[src/rtl/ob_pkg.sv]
// ob_pkg: shared definitions for the order issuer.
//   - default parameter widths for the command path
//   - in_type command encoding (cmd_type_e)
//   - op_flag encodings driven towards the orderbook
//   - helpers mapping a command to its op_flag and its reject rule
package ob_pkg;

    localparam int PRICE_WIDTH_DEF = 8;
    localparam int PTR_QUEUE_DEF   = 10;
    localparam int PTR_WIDTH_DEF   = 6;
    localparam int DATA_SIZE_DEF   = 64;
    localparam int DEPTH_DEF       = 8;
    localparam int QTY_WIDTH       = 8;

    typedef enum logic [1:0] {
        CMD_ADD    = 2'd0,
        CMD_MATCH  = 2'd1,
        CMD_REMOVE = 2'd2,
        CMD_MODIFY = 2'd3
    } cmd_type_e;

    localparam logic [2:0] OP_NONE   = 3'b000;
    localparam logic [2:0] OP_ADD    = 3'b100;
    localparam logic [2:0] OP_MATCH  = 3'b101;
    localparam logic [2:0] OP_REMOVE = 3'b110;
    localparam logic [2:0] OP_MODIFY = 3'b111;

    function automatic logic [2:0] op_flag_of(input cmd_type_e t);
        logic [2:0] f;
        unique case (t)
            CMD_ADD:    f = OP_ADD;
            CMD_MATCH:  f = OP_MATCH;
            CMD_REMOVE: f = OP_REMOVE;
            CMD_MODIFY: f = OP_MODIFY;
        endcase
        return f;
    endfunction

    // A remove/modify must name a real queue (id 0 is reserved) and a match
    // must pop at least one entry; anything else would be a no-op downstream.
    function automatic logic cmd_rejected(input cmd_type_e t,
                                          input logic      q_index_zero,
                                          input logic      qty_zero);
        return ((t == CMD_REMOVE || t == CMD_MODIFY) && q_index_zero) ||
               (t == CMD_MATCH && qty_zero);
    endfunction

endpackage

[src/rtl/cmd_fifo.sv]
// cmd_fifo: synchronous command FIFO, DEPTH entries (power of two).
// Pointers carry one extra wrap bit so full and empty are distinguishable.
// The head entry is presented combinationally on rd_data.
//   clk, reset_n   : clock, asynchronous active-low reset (clears pointers)
//   push, wr_data  : write request and entry (ignored when full)
//   pop, rd_data   : read request (ignored when empty) and current head
//   full, empty    : occupancy flags
//   count          : number of stored entries
module cmd_fifo #(
    parameter int WIDTH = 8,
    parameter int DEPTH = 8,
    localparam int AW   = $clog2(DEPTH)
) (
    input  logic             clk,
    input  logic             reset_n,
    input  logic             push,
    input  logic [WIDTH-1:0] wr_data,
    input  logic             pop,
    output logic [WIDTH-1:0] rd_data,
    output logic             full,
    output logic             empty,
    output logic [AW:0]      count
);

    localparam logic [AW:0] PTR_ONE = (AW + 1)'(1);

    logic [AW:0]      wr_ptr_q, wr_ptr_d;
    logic [AW:0]      rd_ptr_q, rd_ptr_d;
    logic [WIDTH-1:0] mem_q [DEPTH];
    logic             do_push;
    logic             do_pop;

    assign empty   = (wr_ptr_q == rd_ptr_q);
    assign full    = (wr_ptr_q[AW] != rd_ptr_q[AW]) &&
                     (wr_ptr_q[AW-1:0] == rd_ptr_q[AW-1:0]);
    assign count   = wr_ptr_q - rd_ptr_q;
    assign do_push = push && !full;
    assign do_pop  = pop && !empty;
    assign rd_data = mem_q[rd_ptr_q[AW-1:0]];

    always_comb begin
        wr_ptr_d = wr_ptr_q;
        rd_ptr_d = rd_ptr_q;
        if (do_push) wr_ptr_d = wr_ptr_q + PTR_ONE;
        if (do_pop)  rd_ptr_d = rd_ptr_q + PTR_ONE;
    end

    always_ff @(posedge clk or negedge reset_n) begin
        if (!reset_n) begin
            wr_ptr_q <= '0;
            rd_ptr_q <= '0;
        end else begin
            wr_ptr_q <= wr_ptr_d;
            rd_ptr_q <= rd_ptr_d;
        end
    end

    // Storage needs no reset: an entry is only read after it was written.
    always_ff @(posedge clk) begin
        if (do_push) mem_q[wr_ptr_q[AW-1:0]] <= wr_data;
    end

endmodule

[src/rtl/order_issuer.sv]
// order_issuer: buffers orderbook commands and issues them one op per cycle.
//   clk, reset_n           : sole clock, asynchronous active-low reset
//   in_valid / in_ready    : command handshake (in_ready = FIFO not full)
//   in_type, in_side, in_price, in_q_index, in_index, in_data, in_qty
//                          : command fields (in_qty = match pop count)
//   ob_stall               : orderbook busy, no op issued while high
//   op_flag, side, price, op_q_index, op_index, op_data
//                          : registered op towards the orderbook (000 = idle)
//   reject_cnt             : saturating count of rejected commands
//   issue_cnt              : wrapping count of issued ops
//
// state | meaning
// IDLE  | waiting for a buffered command and ob_stall low
// ISSUE | pop the FIFO head and drive its op for one cycle
// MATCH | repeat match pulses on unstalled cycles until qty is used up
module order_issuer
    import ob_pkg::*;
#(
    parameter int PRICE_WIDTH = PRICE_WIDTH_DEF,
    parameter int PTR_QUEUE   = PTR_QUEUE_DEF,
    parameter int PTR_WIDTH   = PTR_WIDTH_DEF,
    parameter int DATA_SIZE   = DATA_SIZE_DEF,
    parameter int DEPTH       = DEPTH_DEF
) (
    input  logic                   clk,
    input  logic                   reset_n,
    input  logic                   in_valid,
    output logic                   in_ready,
    input  logic [1:0]             in_type,
    input  logic                   in_side,
    input  logic [PRICE_WIDTH-1:0] in_price,
    input  logic [PTR_QUEUE-1:0]   in_q_index,
    input  logic [PTR_WIDTH-1:0]   in_index,
    input  logic [DATA_SIZE-1:0]   in_data,
    input  logic [7:0]             in_qty,
    input  logic                   ob_stall,
    output logic [2:0]             op_flag,
    output logic                   side,
    output logic [PRICE_WIDTH-1:0] price,
    output logic [PTR_QUEUE-1:0]   op_q_index,
    output logic [PTR_WIDTH-1:0]   op_index,
    output logic [DATA_SIZE-1:0]   op_data,
    output logic [15:0]            reject_cnt,
    output logic [31:0]            issue_cnt
);

    localparam int AW      = $clog2(DEPTH);
    localparam int ENTRY_W = 2 + 1 + PRICE_WIDTH + PTR_QUEUE + PTR_WIDTH +
                             DATA_SIZE + QTY_WIDTH;
    localparam logic [AW:0] CNT_ONE = (AW + 1)'(1);

    localparam logic [1:0] ST_IDLE  = 2'd0;
    localparam logic [1:0] ST_ISSUE = 2'd1;
    localparam logic [1:0] ST_MATCH = 2'd2;

    // Command acceptance and FIFO
    cmd_type_e          in_cmd;
    logic               accept;
    logic               rejected;
    logic               fifo_push;
    logic               fifo_pop;
    logic               fifo_full;
    logic               fifo_empty;
    logic [AW:0]        fifo_count;
    logic [ENTRY_W-1:0] wr_entry;
    logic [ENTRY_W-1:0] rd_entry;

    logic [1:0]             hd_type;
    cmd_type_e              hd_cmd;
    logic                   hd_side;
    logic [PRICE_WIDTH-1:0] hd_price;
    logic [PTR_QUEUE-1:0]   hd_q_index;
    logic [PTR_WIDTH-1:0]   hd_index;
    logic [DATA_SIZE-1:0]   hd_data;
    logic [7:0]             hd_qty;

    assign in_cmd    = cmd_type_e'(in_type);
    assign in_ready  = !fifo_full;
    assign accept    = in_valid && in_ready;
    assign rejected  = cmd_rejected(in_cmd, in_q_index == '0, in_qty == 8'd0);
    assign fifo_push = accept && !rejected;
    assign wr_entry  = {in_type, in_side, in_price, in_q_index, in_index,
                        in_data, in_qty};

    assign {hd_type, hd_side, hd_price, hd_q_index, hd_index, hd_data,
            hd_qty} = rd_entry;
    assign hd_cmd = cmd_type_e'(hd_type);

    cmd_fifo #(
        .WIDTH (ENTRY_W),
        .DEPTH (DEPTH)
    ) u_cmd_fifo (
        .clk     (clk),
        .reset_n (reset_n),
        .push    (fifo_push),
        .wr_data (wr_entry),
        .pop     (fifo_pop),
        .rd_data (rd_entry),
        .full    (fifo_full),
        .empty   (fifo_empty),
        .count   (fifo_count)
    );

    // FSM, match burst state and registered op outputs
    logic [1:0]             state_q, state_d;
    logic [7:0]             remain_q, remain_d;
    logic                   m_side_q, m_side_d;
    logic [PRICE_WIDTH-1:0] m_price_q, m_price_d;

    logic [2:0]             op_flag_q, op_flag_d;
    logic                   side_q, side_d;
    logic [PRICE_WIDTH-1:0] price_q, price_d;
    logic [PTR_QUEUE-1:0]   op_q_index_q, op_q_index_d;
    logic [PTR_WIDTH-1:0]   op_index_q, op_index_d;
    logic [DATA_SIZE-1:0]   op_data_q, op_data_d;
    logic [15:0]            reject_cnt_q, reject_cnt_d;
    logic [31:0]            issue_cnt_q, issue_cnt_d;

    always_comb begin
        state_d      = state_q;
        remain_d     = remain_q;
        m_side_d     = m_side_q;
        m_price_d    = m_price_q;
        fifo_pop     = 1'b0;
        op_flag_d    = OP_NONE;
        side_d       = 1'b0;
        price_d      = '0;
        op_q_index_d = '0;
        op_index_d   = '0;
        op_data_d    = '0;

        unique case (state_q)
            ST_IDLE: begin
                if (!fifo_empty && !ob_stall) state_d = ST_ISSUE;
            end
            ST_ISSUE: begin
                if (ob_stall || fifo_empty) begin
                    state_d = ST_IDLE;
                end else begin
                    fifo_pop  = 1'b1;
                    op_flag_d = op_flag_of(hd_cmd);
                    side_d    = hd_side;
                    price_d   = hd_price;
                    unique case (hd_cmd)
                        CMD_ADD: begin
                            op_q_index_d = hd_q_index;
                            op_data_d    = hd_data;
                        end
                        CMD_MATCH: ;
                        CMD_REMOVE, CMD_MODIFY: begin
                            op_q_index_d = hd_q_index;
                            op_index_d   = hd_index;
                            op_data_d    = hd_data;
                        end
                    endcase
                    if (hd_cmd == CMD_MATCH && hd_qty > 8'd1) begin
                        state_d   = ST_MATCH;
                        remain_d  = hd_qty - 8'd1;
                        m_side_d  = hd_side;
                        m_price_d = hd_price;
                    end else if (fifo_count != CNT_ONE) begin
                        // More entries were already waiting before this
                        // cycle's push, so keep issuing back to back. A
                        // command landing in an empty FIFO goes through
                        // IDLE first.
                        state_d = ST_ISSUE;
                    end else begin
                        state_d = ST_IDLE;
                    end
                end
            end
            ST_MATCH: begin
                if (!ob_stall) begin
                    op_flag_d = OP_MATCH;
                    side_d    = m_side_q;
                    price_d   = m_price_q;
                    remain_d  = remain_q - 8'd1;
                    if (remain_q == 8'd1) state_d = ST_IDLE;
                end
            end
            default: state_d = ST_IDLE;
        endcase
    end

    always_comb begin
        reject_cnt_d = reject_cnt_q;
        if (accept && rejected && reject_cnt_q != 16'hFFFF)
            reject_cnt_d = reject_cnt_q + 16'd1;

        issue_cnt_d = issue_cnt_q;
        if (op_flag_d != OP_NONE)
            issue_cnt_d = issue_cnt_q + 32'd1;
    end

    always_ff @(posedge clk or negedge reset_n) begin
        if (!reset_n) begin
            state_q      <= ST_IDLE;
            remain_q     <= '0;
            m_side_q     <= 1'b0;
            m_price_q    <= '0;
            op_flag_q    <= OP_NONE;
            side_q       <= 1'b0;
            price_q      <= '0;
            op_q_index_q <= '0;
            op_index_q   <= '0;
            op_data_q    <= '0;
            reject_cnt_q <= '0;
            issue_cnt_q  <= '0;
        end else begin
            state_q      <= state_d;
            remain_q     <= remain_d;
            m_side_q     <= m_side_d;
            m_price_q    <= m_price_d;
            op_flag_q    <= op_flag_d;
            side_q       <= side_d;
            price_q      <= price_d;
            op_q_index_q <= op_q_index_d;
            op_index_q   <= op_index_d;
            op_data_q    <= op_data_d;
            reject_cnt_q <= reject_cnt_d;
            issue_cnt_q  <= issue_cnt_d;
        end
    end

    assign op_flag    = op_flag_q;
    assign side       = side_q;
    assign price      = price_q;
    assign op_q_index = op_q_index_q;
    assign op_index   = op_index_q;
    assign op_data    = op_data_q;
    assign reject_cnt = reject_cnt_q;
    assign issue_cnt  = issue_cnt_q;

endmodule

[config.mk]
export PLATFORM = sky130hd
export DESIGN_NAME = order_issuer
export DESIGN_NICKNAME = d
export VERILOG_FILES = /design/src/rtl/ob_pkg.sv /design/src/rtl/cmd_fifo.sv /design/src/rtl/order_issuer.sv
export SDC_FILE = /design/constraint.sdc
export NUM_CORES = 1
export LEC_CHECK = 0
export BUFFER_PORTS_ARGS = -buffer_cell sky130_fd_sc_hd__buf_2
export CORE_ASPECT_RATIO = 1.5
export CORE_UTILIZATION = 60
export CTS_BUF_LIST = sky130_fd_sc_hd__clkbuf_16
export CTS_CLUSTER_DIAMETER = 40
export DETAILED_ROUTE_END_ITERATION = 10
export HOLD_SLACK_MARGIN = 0.06
export PLACE_DENSITY_LB_ADDON = 0.15
export SLEW_MARGIN = 10
export SYNTH_ARGS = -nofsm -noshare
export SYNTH_HDL_FRONTEND = slang
export SYNTH_HIERARCHICAL = 1
export SYNTH_SLANG_ARGS = --single-unit
[constraint.sdc]
create_clock -name clk -period 13.3 [get_ports clk]
set_input_delay 1.995 -clock clk [delete_from_list [all_inputs] [get_ports clk]]
set_output_delay 1.995 -clock clk [all_outputs]
set_load 0.01 [all_outputs]
==> run summary <==
The most used flip-flop cell after synthesis is sky130_fd_sc_hd__edfxtp_1. The number of global-route vias before repair came out at 20000. The run finished with clean final reports. In the final timing run, aggregate negative setup slack is 0 ns. Via count: 18900.

The tools report the buffer levels on the longest clock path as 3. On the final layout, the worst clock skew is 0.0207 ns. The run gives 0.65 ns as the latest clock arrival within the worst-skew pair.

The delay of the slowest cell on the worst path works out to 1.14 ns. Counting flops with an async set or reset pin after synthesis yields a share of 17.4%. The minimum clock period was 5.47 ns. Of the post-synthesis cell area, the dominant cell type holds 64.4%. IR analysis of the VDD net gives a maximum drop of 0.169 mV. The count of routing violations after the opening detailed-route iteration is 1682, and the maximum clock frequency is 183 MHz. The first-pass detailed-route iteration total is 6, and the level count of the clock H-tree is 3. Dividing the final minimum period by the clock period gives 41.1%. The logs give 24.2% for the normalized max-slew margin and 0 for the final count of negative-setup-slack endpoints. The number of gates resized after CTS was 0. Wire length of the first global-routing pass: 118000 um.

The floorplan step defined a core boundary enclosing 61000 sq um. The number of antenna violations at the first check in global routing is 13. The count of boundary I/O pins was 244; the pin slew with the least headroom to its limit was 1.14 ns. The nature of the critical path endpoint is a flip-flop. In this run the mean area of a mapped cell was 18.6 sq um. By count the netlist is led by sky130_fd_sc_hd__edfxtp_1, sky130_fd_sc_hd__nand2_1, sky130_fd_sc_hd__mux4_2, sky130_fd_sc_hd__dfrtp_1, sky130_fd_sc_hd__and2_1. Final wirelength: 76300 um. Clock-pin slew was measured on the worst setup and hold paths at 0.06 ns. The CTS root buffer was sky130_fd_sc_hd__clkbuf_16. Library cell occupying the most area in the post-synthesis netlist: sky130_fd_sc_hd__edfxtp_1.

The fraction of final layout cells with drive strength greater than 1 came out at 28.0%. The critical path contains buffers and inverters numbering 3 combined. Port buffering added 243 buffers. After synthesis the cells add up to 36900 sq um. The path category of the worst min-delay check was reg2reg.

The tools report the number of cells in the finished layout apart from fillers as 3151. Among all cell types in the netlist, the one instantiated most often is sky130_fd_sc_hd__edfxtp_1. The data required time of the critical path is 13.84 ns, and the count of flip-flops with a built-in enable after synthesis is 792. Die outline width: 205 um. The tree built by TritonCTS fans out to 959 sinks. In the routed design, unresolved DRC markers number 0.

The floorplan step set the die height to 306 um. Number of hold buffers added after CTS: 0. Including well taps, the total number of placed cells is 2966. At the worst endpoint, the arrival time is 6.01 ns. The cell that appears most often on the critical path is sky130_fd_sc_hd__nand2_1. For this run the aggregate overflow at the end of global routing stands at 0. The slowest library cell on the worst path is sky130_fd_sc_hd__dfrtp_4. Dividing the detail-routed via count by the number of cells gives 5.98. From synthesis to final layout, the design area changed by 14.3%.

The wire-length estimate of the detail-placed layout is 42600 um. The fraction of the yosys area taken by sequential cells is 75.7%. Walking the worst path, the cells encountered are buf_12 > buf_4 > mux4_2 > nand2_1 > nand2_1 > inv_1 > ha_1 > o211a_1 > nor2_1 > o21ai_0 > a221oi_1.

Across the run, the number of max-cap violations was 0. For the static leakage power, the log shows 15.7 nW. The die covers 62600 sq um. The largest delay contributor family on the critical path was buffers and inverters. For the hold violation total from the final report, the log shows 0. The final count of pins violating max slew came out at 0. Of all nets on the critical path, the largest fanout is 104.

The number of nets in the layout is 2392. Maximum number of pins on one net before global-route repair: 105. Yosys attributes the largest share of cell area to sky130_fd_sc_hd__edfxtp_1, sky130_fd_sc_hd__mux4_2, sky130_fd_sc_hd__dfrtp_1.

The count of nets left with antenna violations after detail routing was 0. Row generation in the floorplan step produced 111 rows. The congestion estimate from routability-driven global placement came to 0.860. Synthesis produced a netlist with a net count of 2109. The number of warning messages in the yosys log came out at 6. TritonCTS built the clock tree.

Path type of the worst setup path: reg2reg. Global routing used 25.4% of the available tracks across all layers. Setup repair after global routing left no endpoint under its margin. The starting density of the core is 60.6%, and the number of cells produced by synthesis is 1991. After synthesis the netlist holds a flip-flop and latch count of 959.

In this run, CTS created clock tree buffers numbering 97. Post-CTS setup-driven buffer insertion count: 0. Count of distinct cell types in the synthesized netlist: 59. Power spread over the standard cell area amounts to 221 nW/um^2. The type of element launching the critical path was a flip-flop. Dividing the detail-routed wire length by the instance count gives 24.2 um.
## stage by stage
| step | hold WS, ns | power, mW | util, % | area, sq um | setup slack [ns] |
|---|---|---|---|---|---|
| global route | 0.502 | 9.74 | 69.2 | 42200 | 7.26 |
| global placement | 0.456 | 6.61 | 63.9 | 38900 | 7.81 |
| floorplan | 0.447 | 5.96 | - | 36900 | 0.582 |
| CTS | 0.472 | 9.41 | 69.2 | 42200 | 7.69 |
| finish | 0.466 | 9.31 | 69.3 | 42200 | 7.83 |
| detailed placement | 0.460 | 6.67 | 63.9 | 38900 | 7.73 |
## cells by family (layout without fill, tap and decap cells)
kind of cell / Yosys count / in the layout / share of synthesized area (%)
other cells: 0 / 4 / 0
xor+xnor: 58 / 58 / 1.40
buf+inv: 110 / 475 / 1.64
mux: 207 / 207 / 12.3
simple gates: 592 / 592 / 7.40
flops: 959 / 959 / 75.7
fa+ha+maj: 15 / 15 / 0.528
compound gates: 50 / 50 / 1.02
## final timing paths
kind                       slack, ns  cells past startpoint                   start       endpoint
setup / recovery                7.83                     11  u_cmd_fifo/rd_ptr_q[0]    remain_q[6]
hold / removal                  0.47                      1           issue_cnt[31]  issue_cnt[31]
setup reg to reg                7.83                     11  u_cmd_fifo/rd_ptr_q[0]    remain_q[6]
hold reg to reg                 0.47                      1           issue_cnt[31]  issue_cnt[31]
max in group asynchronous      10.74                      2                 reset_n    op_data[47]
min in group asynchronous       1.30                      1                 reset_n  issue_cnt[14]
## placed cells by master, fill, tap and decap left out, types with 15 or more instances in the layout
cell | netlist | routed
sky130_fd_sc_hd__nand2_1 | 356 | 356
sky130_fd_sc_hd__edfxtp_1 | 792 | 792
sky130_fd_sc_hd__nand3_1 | 27 | 27
sky130_fd_sc_hd__nor2_1 | 41 | 38
sky130_fd_sc_hd__buf_2 | 26 | 242
sky130_fd_sc_hd__xnor2_1 | 33 | 33
sky130_fd_sc_hd__xor2_1 | 24 | 24
sky130_fd_sc_hd__clkbuf_16 | 0 | 106
sky130_fd_sc_hd__nand4_1 | 15 | 15
sky130_fd_sc_hd__mux4_2 | 198 | 198
sky130_fd_sc_hd__dfrtp_1 | 167 | 164
sky130_fd_sc_hd__and3_1 | 15 | 15
sky130_fd_sc_hd__and2_1 | 79 | 79
sky130_fd_sc_hd__inv_1 | 23 | 41
sky130_fd_sc_hd__buf_4 | 3 | 27
## per-layer routing
layer	GRT usage (%)	vias to the layer above	wire length, um	part of all wire [%]
li1	-	8208	-	-
met1	33.3	9851	29900	39
met2	42.9	643	39900	52
met3	4.55	137	4600	6.0
met4	8.52	16	1740	2.3
met5	0	-	87	0.11
## sequential cells by signal, summed over array words and instances (netlist names)
register             cells
u_cmd_fifo/mem_q       792
op_data                 64
issue_cnt               32
reject_cnt              16
op_q_index              10
m_price_q                8
price                    8
remain_q                 8
op_index                 6
u_cmd_fifo/rd_ptr_q      4
u_cmd_fifo/wr_ptr_q      4
op_flag                  3
state_q                  2
m_side_q                 1
side                     1
## layout make-up
cell class	count	area, sq um
Clock buffer	106	2650
Timing Repair Buffer	271	1450
Sequential cell	959	28000
Inverter	23	88.8
Multi-Input combinational cell	922	8440
Tap cell	791	990
Antenna cell	4	10.0
Fill cell	3902	18700
Clock inverter	75	624
## power by group
part           switching, mW  internal (mW)  leakage (nW)
clock                   1.16           1.57          1.65
sequential             0.248           3.84          9.42
combinational           1.45           1.04          4.64
total                   2.85           6.46          15.7
Note: power is estimated with default switching activity, not from simulation.
